--- config.mk ---
export PLATFORM = sky130hd
export DESIGN_NAME = tmr_counter_channel_flat
export DESIGN_NICKNAME = d
export VERILOG_FILES = /design/src/rtl/tmr_counter_channel_if.sv /design/src/rtl/tmr_counter_channel.sv /design/src/flat_wrapper.sv
export SDC_FILE = /design/constraint.sdc
export NUM_CORES = 1
export LEC_CHECK = 0
export ABC_AREA = 0
export BUFFER_PORTS_ARGS = -buffer_cell sky130_fd_sc_hd__buf_2
export CELL_PAD_IN_SITES_DETAIL_PLACEMENT = 1
export CELL_PAD_IN_SITES_GLOBAL_PLACEMENT = 1
export CORE_UTILIZATION = 45
export CTS_CLUSTER_DIAMETER = 100
export DETAILED_ROUTE_END_ITERATION = 8
export PLACE_DENSITY_LB_ADDON = 0.1
export SLEW_MARGIN = 10
export SYNTH_ARGS = -nofsm -noshare
export SYNTH_HDL_FRONTEND = slang
export SYNTH_SLANG_ARGS = --single-unit
--- constraint.sdc ---
create_clock -name clk -period 4.85 [get_ports clk]
set_input_delay 0.485 -clock clk [delete_from_list [all_inputs] [get_ports clk]]
set_output_delay 0.485 -clock clk [all_outputs]
set_load 0.005 [all_outputs]
--- src/rtl/tmr_counter_channel_if.sv ---
// CPU register bus of one 8-bit timer channel.
//   cpu_wr_en / cpu_rd_en : write / read strobes, at most one high per cycle
//   cpu_addr              : 0=TCNT, 1=TCORA, 2=TCORB, 3=TCSR
//   cpu_wdata             : write data
//   cpu_rdata             : registered read data, holds until the next read
// master = CPU side, slave = timer channel.
interface tmr_counter_channel_if #(
  parameter int unsigned BIT_WIDTH = 8
);
  logic                 cpu_wr_en;
  logic                 cpu_rd_en;
  logic [1:0]           cpu_addr;
  logic [BIT_WIDTH-1:0] cpu_wdata;
  logic [BIT_WIDTH-1:0] cpu_rdata;

  modport master (
    output cpu_wr_en, cpu_rd_en, cpu_addr, cpu_wdata,
    input  cpu_rdata
  );

  modport slave (
    input  cpu_wr_en, cpu_rd_en, cpu_addr, cpu_wdata,
    output cpu_rdata
  );
endinterface

--- src/rtl/tmr_counter_channel.sv ---
// One channel of the 8-bit timer: clock-select decode, 13-bit prescaler,
// TCNT up-counter, TCORA/TCORB constant registers, compare-match and
// overflow detection, and TCSR with sticky, read-armed flags.
//
// Ports:
//   clk, rst       : system clock; asynchronous active-high reset
//   clock_select   : [4:2]=CKS2..0, [1:0]=ICKS1..0 (ICKS1 ignored)
//   counter_clear  : clear TCNT at the next edge (below a CPU TCNT write)
//   tmci           : external clock pin, asynchronous
//   cascade_tick   : one-cycle count pulse from the other channel
//   bus            : CPU register bus (slave side)
//   TCNT, TCSR     : counter value, {CMFB, CMFA, OVF, ADTE, OS3..OS0}
//   CompareMatchA/B, Overflow : registered one-cycle event pulses
//
// Build option: define TMR_CASCADE_EN to let CKS=100 count cascade_tick;
// otherwise CKS=100 is stopped and cascade_tick is ignored.
module tmr_counter_channel #(
  parameter int unsigned BIT_WIDTH            = 8,
  parameter int unsigned CLK_SELECT_BIT_WIDTH = 5
) (
  input  logic                            clk,
  input  logic                            rst,
  input  logic [CLK_SELECT_BIT_WIDTH-1:0] clock_select,
  input  logic                            counter_clear,
  input  logic                            tmci,
  input  logic                            cascade_tick,
  tmr_counter_channel_if.slave            bus,
  output logic [BIT_WIDTH-1:0]            TCNT,
  output logic [BIT_WIDTH-1:0]            TCSR,
  output logic                            CompareMatchA,
  output logic                            CompareMatchB,
  output logic                            Overflow
);

  localparam int unsigned PRESC_W = 13;
  localparam int unsigned CTRL_W  = 5;
  localparam int unsigned FLAG_W  = 3;

  localparam logic [1:0] ADDR_TCNT  = 2'd0;
  localparam logic [1:0] ADDR_TCORA = 2'd1;
  localparam logic [1:0] ADDR_TCORB = 2'd2;
  localparam logic [1:0] ADDR_TCSR  = 2'd3;

  logic [PRESC_W-1:0]   presc;
  logic                 tmci_meta, tmci_sync, tmci_prev;
  logic                 tmci_rise, tmci_fall;
  logic                 div2, div8, div32, div64, div1024, div8192;
  logic [2:0]           cks;
  logic                 icks0;
  logic                 count_tick;
  logic                 count_inc;
  logic [BIT_WIDTH-1:0] tcnt_plus1;
  logic [BIT_WIDTH-1:0] tcora, tcorb;
  logic                 tcnt_wr, tcora_wr, tcorb_wr, tcsr_wr, tcsr_rd;
  logic [FLAG_W-1:0]    flags;       // {CMFB, CMFA, OVF}
  logic [FLAG_W-1:0]    armed;
  logic [FLAG_W-1:0]    flag_set, flag_clr, flags_next, armed_next;
  logic [CTRL_W-1:0]    ctrl;        // {ADTE, OS3..OS0}
  logic                 unused_inputs;

  assign cks   = clock_select[4:2];
  assign icks0 = clock_select[0];

`ifdef TMR_CASCADE_EN
  assign unused_inputs = clock_select[1];
`else
  assign unused_inputs = clock_select[1] ^ cascade_tick;
`endif

  // Free-running prescaler; reset restarts the divider phase.
  always_ff @(posedge clk or posedge rst) begin
    if (rst) presc <= '0;
    else     presc <= presc + PRESC_W'(1);
  end

  // Divide-by-2^k tick: low k prescaler bits all ones.
  assign div2    = presc[0];
  assign div8    = &presc[2:0];
  assign div32   = &presc[4:0];
  assign div64   = &presc[5:0];
  assign div1024 = &presc[9:0];
  assign div8192 = &presc[12:0];

  // Two-flop synchronizer plus one history flop for edge detection.
  always_ff @(posedge clk or posedge rst) begin
    if (rst) begin
      tmci_meta <= 1'b0;
      tmci_sync <= 1'b0;
      tmci_prev <= 1'b0;
    end else begin
      tmci_meta <= tmci;
      tmci_sync <= tmci_meta;
      tmci_prev <= tmci_sync;
    end
  end

  assign tmci_rise = tmci_sync & ~tmci_prev;
  assign tmci_fall = ~tmci_sync & tmci_prev;

  // Count source selection.
  always_comb begin
    count_tick = 1'b0;
    case (cks)
      3'b000:  count_tick = 1'b0;
      3'b001:  count_tick = icks0 ? div2    : div8;
      3'b010:  count_tick = icks0 ? div32   : div64;
      3'b011:  count_tick = icks0 ? div1024 : div8192;
      3'b100: begin
`ifdef TMR_CASCADE_EN
        count_tick = cascade_tick;
`else
        count_tick = 1'b0;
`endif
      end
      3'b101:  count_tick = tmci_rise;
      3'b110:  count_tick = tmci_fall;
      default: count_tick = tmci_rise | tmci_fall;
    endcase
  end

  assign tcnt_wr  = bus.cpu_wr_en && (bus.cpu_addr == ADDR_TCNT);
  assign tcora_wr = bus.cpu_wr_en && (bus.cpu_addr == ADDR_TCORA);
  assign tcorb_wr = bus.cpu_wr_en && (bus.cpu_addr == ADDR_TCORB);
  assign tcsr_wr  = bus.cpu_wr_en && (bus.cpu_addr == ADDR_TCSR);
  assign tcsr_rd  = bus.cpu_rd_en && (bus.cpu_addr == ADDR_TCSR);

  // Only a genuine increment (not a write or clear) can produce events.
  assign count_inc  = count_tick && !tcnt_wr && !counter_clear;
  assign tcnt_plus1 = TCNT + BIT_WIDTH'(1);

  // Counter, constant registers and event pulses.
  always_ff @(posedge clk or posedge rst) begin
    if (rst) begin
      TCNT          <= '0;
      tcora         <= '1;
      tcorb         <= '1;
      CompareMatchA <= 1'b0;
      CompareMatchB <= 1'b0;
      Overflow      <= 1'b0;
    end else begin
      if (tcnt_wr)            TCNT <= bus.cpu_wdata;
      else if (counter_clear) TCNT <= '0;
      else if (count_tick)    TCNT <= tcnt_plus1;

      if (tcora_wr) tcora <= bus.cpu_wdata;
      if (tcorb_wr) tcorb <= bus.cpu_wdata;

      CompareMatchA <= count_inc && (tcnt_plus1 == tcora);
      CompareMatchB <= count_inc && (tcnt_plus1 == tcorb);
      Overflow      <= count_inc && (TCNT == '1);
    end
  end

  // Flag update: a set beats a coincident clear; a clear needs a prior
  // read that saw the flag at 1, and any TCSR write disarms all flags.
  always_comb begin
    flag_set   = {CompareMatchB, CompareMatchA, Overflow};
    flag_clr   = {FLAG_W{tcsr_wr}} & ~bus.cpu_wdata[BIT_WIDTH-1 -: FLAG_W] & armed;
    flags_next = flag_set | (flags & ~flag_clr);
    armed_next = armed;
    if (tcsr_wr)      armed_next = '0;
    else if (tcsr_rd) armed_next = armed | flags;
  end

  always_ff @(posedge clk or posedge rst) begin
    if (rst) begin
      flags <= '0;
      armed <= '0;
      ctrl  <= '0;
    end else begin
      flags <= flags_next;
      armed <= armed_next;
      if (tcsr_wr) ctrl <= bus.cpu_wdata[CTRL_W-1:0];
    end
  end

  assign TCSR = BIT_WIDTH'({flags, ctrl});

  // Registered read-back, held until the next read.
  always_ff @(posedge clk or posedge rst) begin
    if (rst) begin
      bus.cpu_rdata <= '0;
    end else if (bus.cpu_rd_en) begin
      case (bus.cpu_addr)
        ADDR_TCNT:  bus.cpu_rdata <= TCNT;
        ADDR_TCORA: bus.cpu_rdata <= tcora;
        ADDR_TCORB: bus.cpu_rdata <= tcorb;
        default:    bus.cpu_rdata <= TCSR;
      endcase
    end
  end

endmodule
--- src/flat_wrapper.sv ---
// flat-port wrapper written by rule: the top's interface ports become plain ports
module tmr_counter_channel_flat 
#(
  parameter int unsigned BIT_WIDTH            = 8,
  parameter int unsigned CLK_SELECT_BIT_WIDTH = 5
)
  (clk, rst, clock_select, counter_clear, tmci, cascade_tick, TCNT, TCSR, CompareMatchA, CompareMatchB, Overflow, bus_cpu_wr_en, bus_cpu_rd_en, bus_cpu_addr, bus_cpu_wdata, bus_cpu_rdata);
  tmr_counter_channel_if #(.BIT_WIDTH(BIT_WIDTH)) bus_i ();
  input  logic clk;
  input  logic rst;
  input  logic [CLK_SELECT_BIT_WIDTH-1:0] clock_select;
  input  logic counter_clear;
  input  logic tmci;
  input  logic cascade_tick;
  output logic [BIT_WIDTH-1:0] TCNT;
  output logic [BIT_WIDTH-1:0] TCSR;
  output logic CompareMatchA;
  output logic CompareMatchB;
  output logic Overflow;
  input wire logic [$bits(bus_i.cpu_wr_en)-1:0] bus_cpu_wr_en;
  input wire logic [$bits(bus_i.cpu_rd_en)-1:0] bus_cpu_rd_en;
  input wire logic [$bits(bus_i.cpu_addr)-1:0] bus_cpu_addr;
  input wire logic [$bits(bus_i.cpu_wdata)-1:0] bus_cpu_wdata;
  output wire logic [$bits(bus_i.cpu_rdata)-1:0] bus_cpu_rdata;
  assign bus_i.cpu_wr_en = bus_cpu_wr_en;
  assign bus_i.cpu_rd_en = bus_cpu_rd_en;
  assign bus_i.cpu_addr = bus_cpu_addr;
  assign bus_i.cpu_wdata = bus_cpu_wdata;
  assign bus_cpu_rdata = bus_i.cpu_rdata;
  tmr_counter_channel #(.BIT_WIDTH(BIT_WIDTH), .CLK_SELECT_BIT_WIDTH(CLK_SELECT_BIT_WIDTH)) u_core (.clk(clk), .rst(rst), .clock_select(clock_select), .counter_clear(counter_clear), .tmci(tmci), .cascade_tick(cascade_tick), .bus(bus_i), .TCNT(TCNT), .TCSR(TCSR), .CompareMatchA(CompareMatchA), .CompareMatchB(CompareMatchB), .Overflow(Overflow));
endmodule
==> flow_summary.toml <==
[logic_synthesis]
yosysWarnings = 0
async_reset_ff_share_pct = 100
synthXorXnorAreaFrac_pct = 7.23
synth_edf_count = 0
yosys.area_share.adder_pct = 2.17
synth_compound_area_share_pct = 8.92
ys.flop_type = "dfrtp_1"
synth_top_family_by_area = "simple AND/OR/NAND/NOR gates"
synth.distinct_cells = 57
synth.avg_cell_area_sq_um = 11.1
ys_ff_latch = 62
netlist_instances = 313
ys_seq_area_share_pct = 45.4
synth.cell_area_sq_um = 3460
synthMuxAreaShare_pct = 14.1
synthSimpleGateAreaFrac_pct = 19.0
syn_nets = 341

[detailed_routing]
drc_errors = 0
drtPass1Iterations = 4
drtIter0Drc = 146
vias = 2621
ant_nets = 0
wirelength_um = 8600
via_per_inst = 5.71
wl_per_cell_um = 18.7

[critical_path]
cp-start-kind = "register"
cp_num_cells = 6
arrival_ns = 2.80
critPathTopFamily = "simple AND/OR/NAND/NOR gates"
cp-end-kind = "register"
cp_num_buf_inv = 0
crit_type = "register to register"
crit_fanout = 10
max_stage_delay_ns = 0.57
worstPathRequired_ns = 5.10
r2r_cells = 6
critical_path.cell_chain = "ha_1, nand3_1, nor2_2, o2111ai_1, a2111o_1, nor4_2"
slowest_stage = "dfrtp_1"

[global_routing]
antenna_found_initial = 0
grt_pass1_vias = 2708
grt_max_degree = 63
overflow = 0
grt_pass1_wl_um = 14500
grt_usage_pct = 23.4

[final_layout]
nFillCells = 820
num_antenna_cells = 0
syn2layout_area_growth_pct = 13.4
multi_input_area_sq_um = 1780
nNetsFinal = 383
post-route-util_pct = 53.6
register_area_sq_um = 1570
layout-drive-gt1-share_pct = 35.6

[clock_tree]
htreeDepth = 3
clkSinkCount = 62
postCtsSetupBuffers = 0
clk_latency_ns = 0.35
cts_tree = "built"
cts_root_buffer = "clkbuf_8"
clk_pin_slew_worst_paths_ns = 0.08
cts_resized = 0
cts_buffers = 9
clk_path_buf_depth = 2
postCtsHoldBufs = 0

[power]
vdd_drop_max_v = 0.000188
p_leak_nw = 1.80
p_per_area_nw_per_um2 = 357
power_mw = 1.40

[timing]
fin_crit_ns = 2.55
worst_pin_slew_ns = 0.801
slew_headroom_pct = 46.6
tns_ns = 0
finalSetupViolCount = 0
period_share_pct = 52.6
finClkSkew_ns = 0.00949
slew_violations = 0
grt_setup_unrepaired = "no"
fmax_mhz = 392
hold_viol_final = 0

[worst_hold_path]
whs_path_depth = 1
min_path_type = "primary input to register"

[die]
die_h_um = 89.7
core_area_sq_um = 7330
io_pins = 49
start_util_pct = 47.2
fp.dieW_um = 89.7
dieArea_sq_um = 8050
row_count = 31

[place]
dp_hpwl_um = 6100
numPortBuffers = 46
gp_congestion = 0.783

[outcome]
outcome = "complete, no violations"

[job]
max_cap_violations = 0
path summary, 6_finish.rpt:
check,start,end,slack (ns)
min in group asynchronous,rst,u_core.bus.cpu_rdata[5],0.36
hold / removal,tmci,u_core.tmci_meta,0.23
setup / recovery,u_core.TCNT[0],u_core.CompareMatchB,2.30
hold reg to reg,u_core.tmci_meta,u_core.tmci_sync,0.35
max in group asynchronous,rst,u_core.TCNT[1],3.97
setup reg to reg,u_core.TCNT[0],u_core.CompareMatchB,2.30
cells in the final DEF, fill, tap and decap left out, types with 8 or more instances in the layout:
cell and instances:
buf_2 46, dfrtp_1 46, nand2_1 26, mux2_2 25
nand3_1 19, dfstp_2 16, xor2_1 13, xnor2_1 13
nor2_1 12, a21oi_1 10, clkbuf_8 10, and3_1 9
mux4_2 8
routing by layer:
layer | part of all wire (%) | vias to the layer above | global-route usage, %
met2 | 47 | 55 | 35.6
met4 | 2.0 | 0 | 10.4
met1 | 48 | 1334 | 32.7
li1 | - | 1218 | -
met3 | 3.3 | 14 | 4.15
met5 | 0 | - | 0
report_power, final:
group	switching, mW	internal, mW
Combinational	0.140	0.165
Sequential	0.0820	0.606
Clock	0.213	0.196
Total	0.435	0.967
cell type report:
class / count / share of cell area [%]
clock inverters: 6 / 0.956
multi-input cells: 225 / 45.3
repair buffers: 48 / 6.24
flip-flops and latches: 62 / 40.0
well taps: 99 / 3.15
clock buffers: 10 / 3.50
inverters: 9 / 0.860
sequential cells by signal (all words and copies together) (netlist names):
name	count
u_core.presc	13
u_core.tmci_prev	1
u_core.tmci_meta	1
u_core.ctrl	5
u_core.armed	3
u_core.CompareMatchB	1
u_core.CompareMatchA	1
u_core.flags	3
u_core.Overflow	1
u_core.tcora	8
u_core.TCNT	8
u_core.tmci_sync	1
u_core.bus.cpu_rdata	8
u_core.tcorb	8
stage by stage:
step	hold slack, ns	instances	instance area [sq um]	setup slack (ns)
floorplan	0.331	313	3460	2.67
global placement	0.334	443	3750	2.42
detailed placement	0.336	443	3750	2.36
CTS	0.228	459	3930	2.33
global route	0.220	459	3930	2.21
finish	0.232	459	3930	2.30
cells in the mapped netlist, types with 7 or more instances:
library cell | count | area, sq um
a21oi_1 | 10 | 50.1
and3_1 | 9 | 56.3
buf_2 | 7 | 35.0
clkbuf_1 | 7 | 26.3
dfrtp_1 | 46 | 1150
dfstp_2 | 16 | 420
inv_1 | 8 | 30.0
mux2_2 | 25 | 282
mux4_2 | 8 | 180
nand2_1 | 26 | 97.6
nand3_1 | 19 | 95.1
nand3b_1 | 7 | 52.6
nor2_1 | 12 | 45.0
nor3_1 | 7 | 35.0
o21ai_0 | 7 | 35.0
xnor2_1 | 13 | 114
xor2_1 | 13 | 114
cells by family (layout without fill, tap and decap cells):
logic type / count (synthesis) / in the layout
and+or+nand+nor: 115 / 115
DFF: 62 / 62
AOI/OAI and AO/OA: 42 / 42
muxes: 35 / 35
xor gates and xnor gates: 27 / 27
buffers and inverters: 26 / 73
adders and majority gates: 6 / 6
worst reg2reg max path, stage by stage (launching register included):
cell and delay, ns:
dfrtp_1 0.57, ha_1 0.45, nand3_1 0.23, nor2_2 0.33
o2111ai_1 0.17, a2111o_1 0.44, nor4_2 0.27
(Power assumes the default switching activity.)
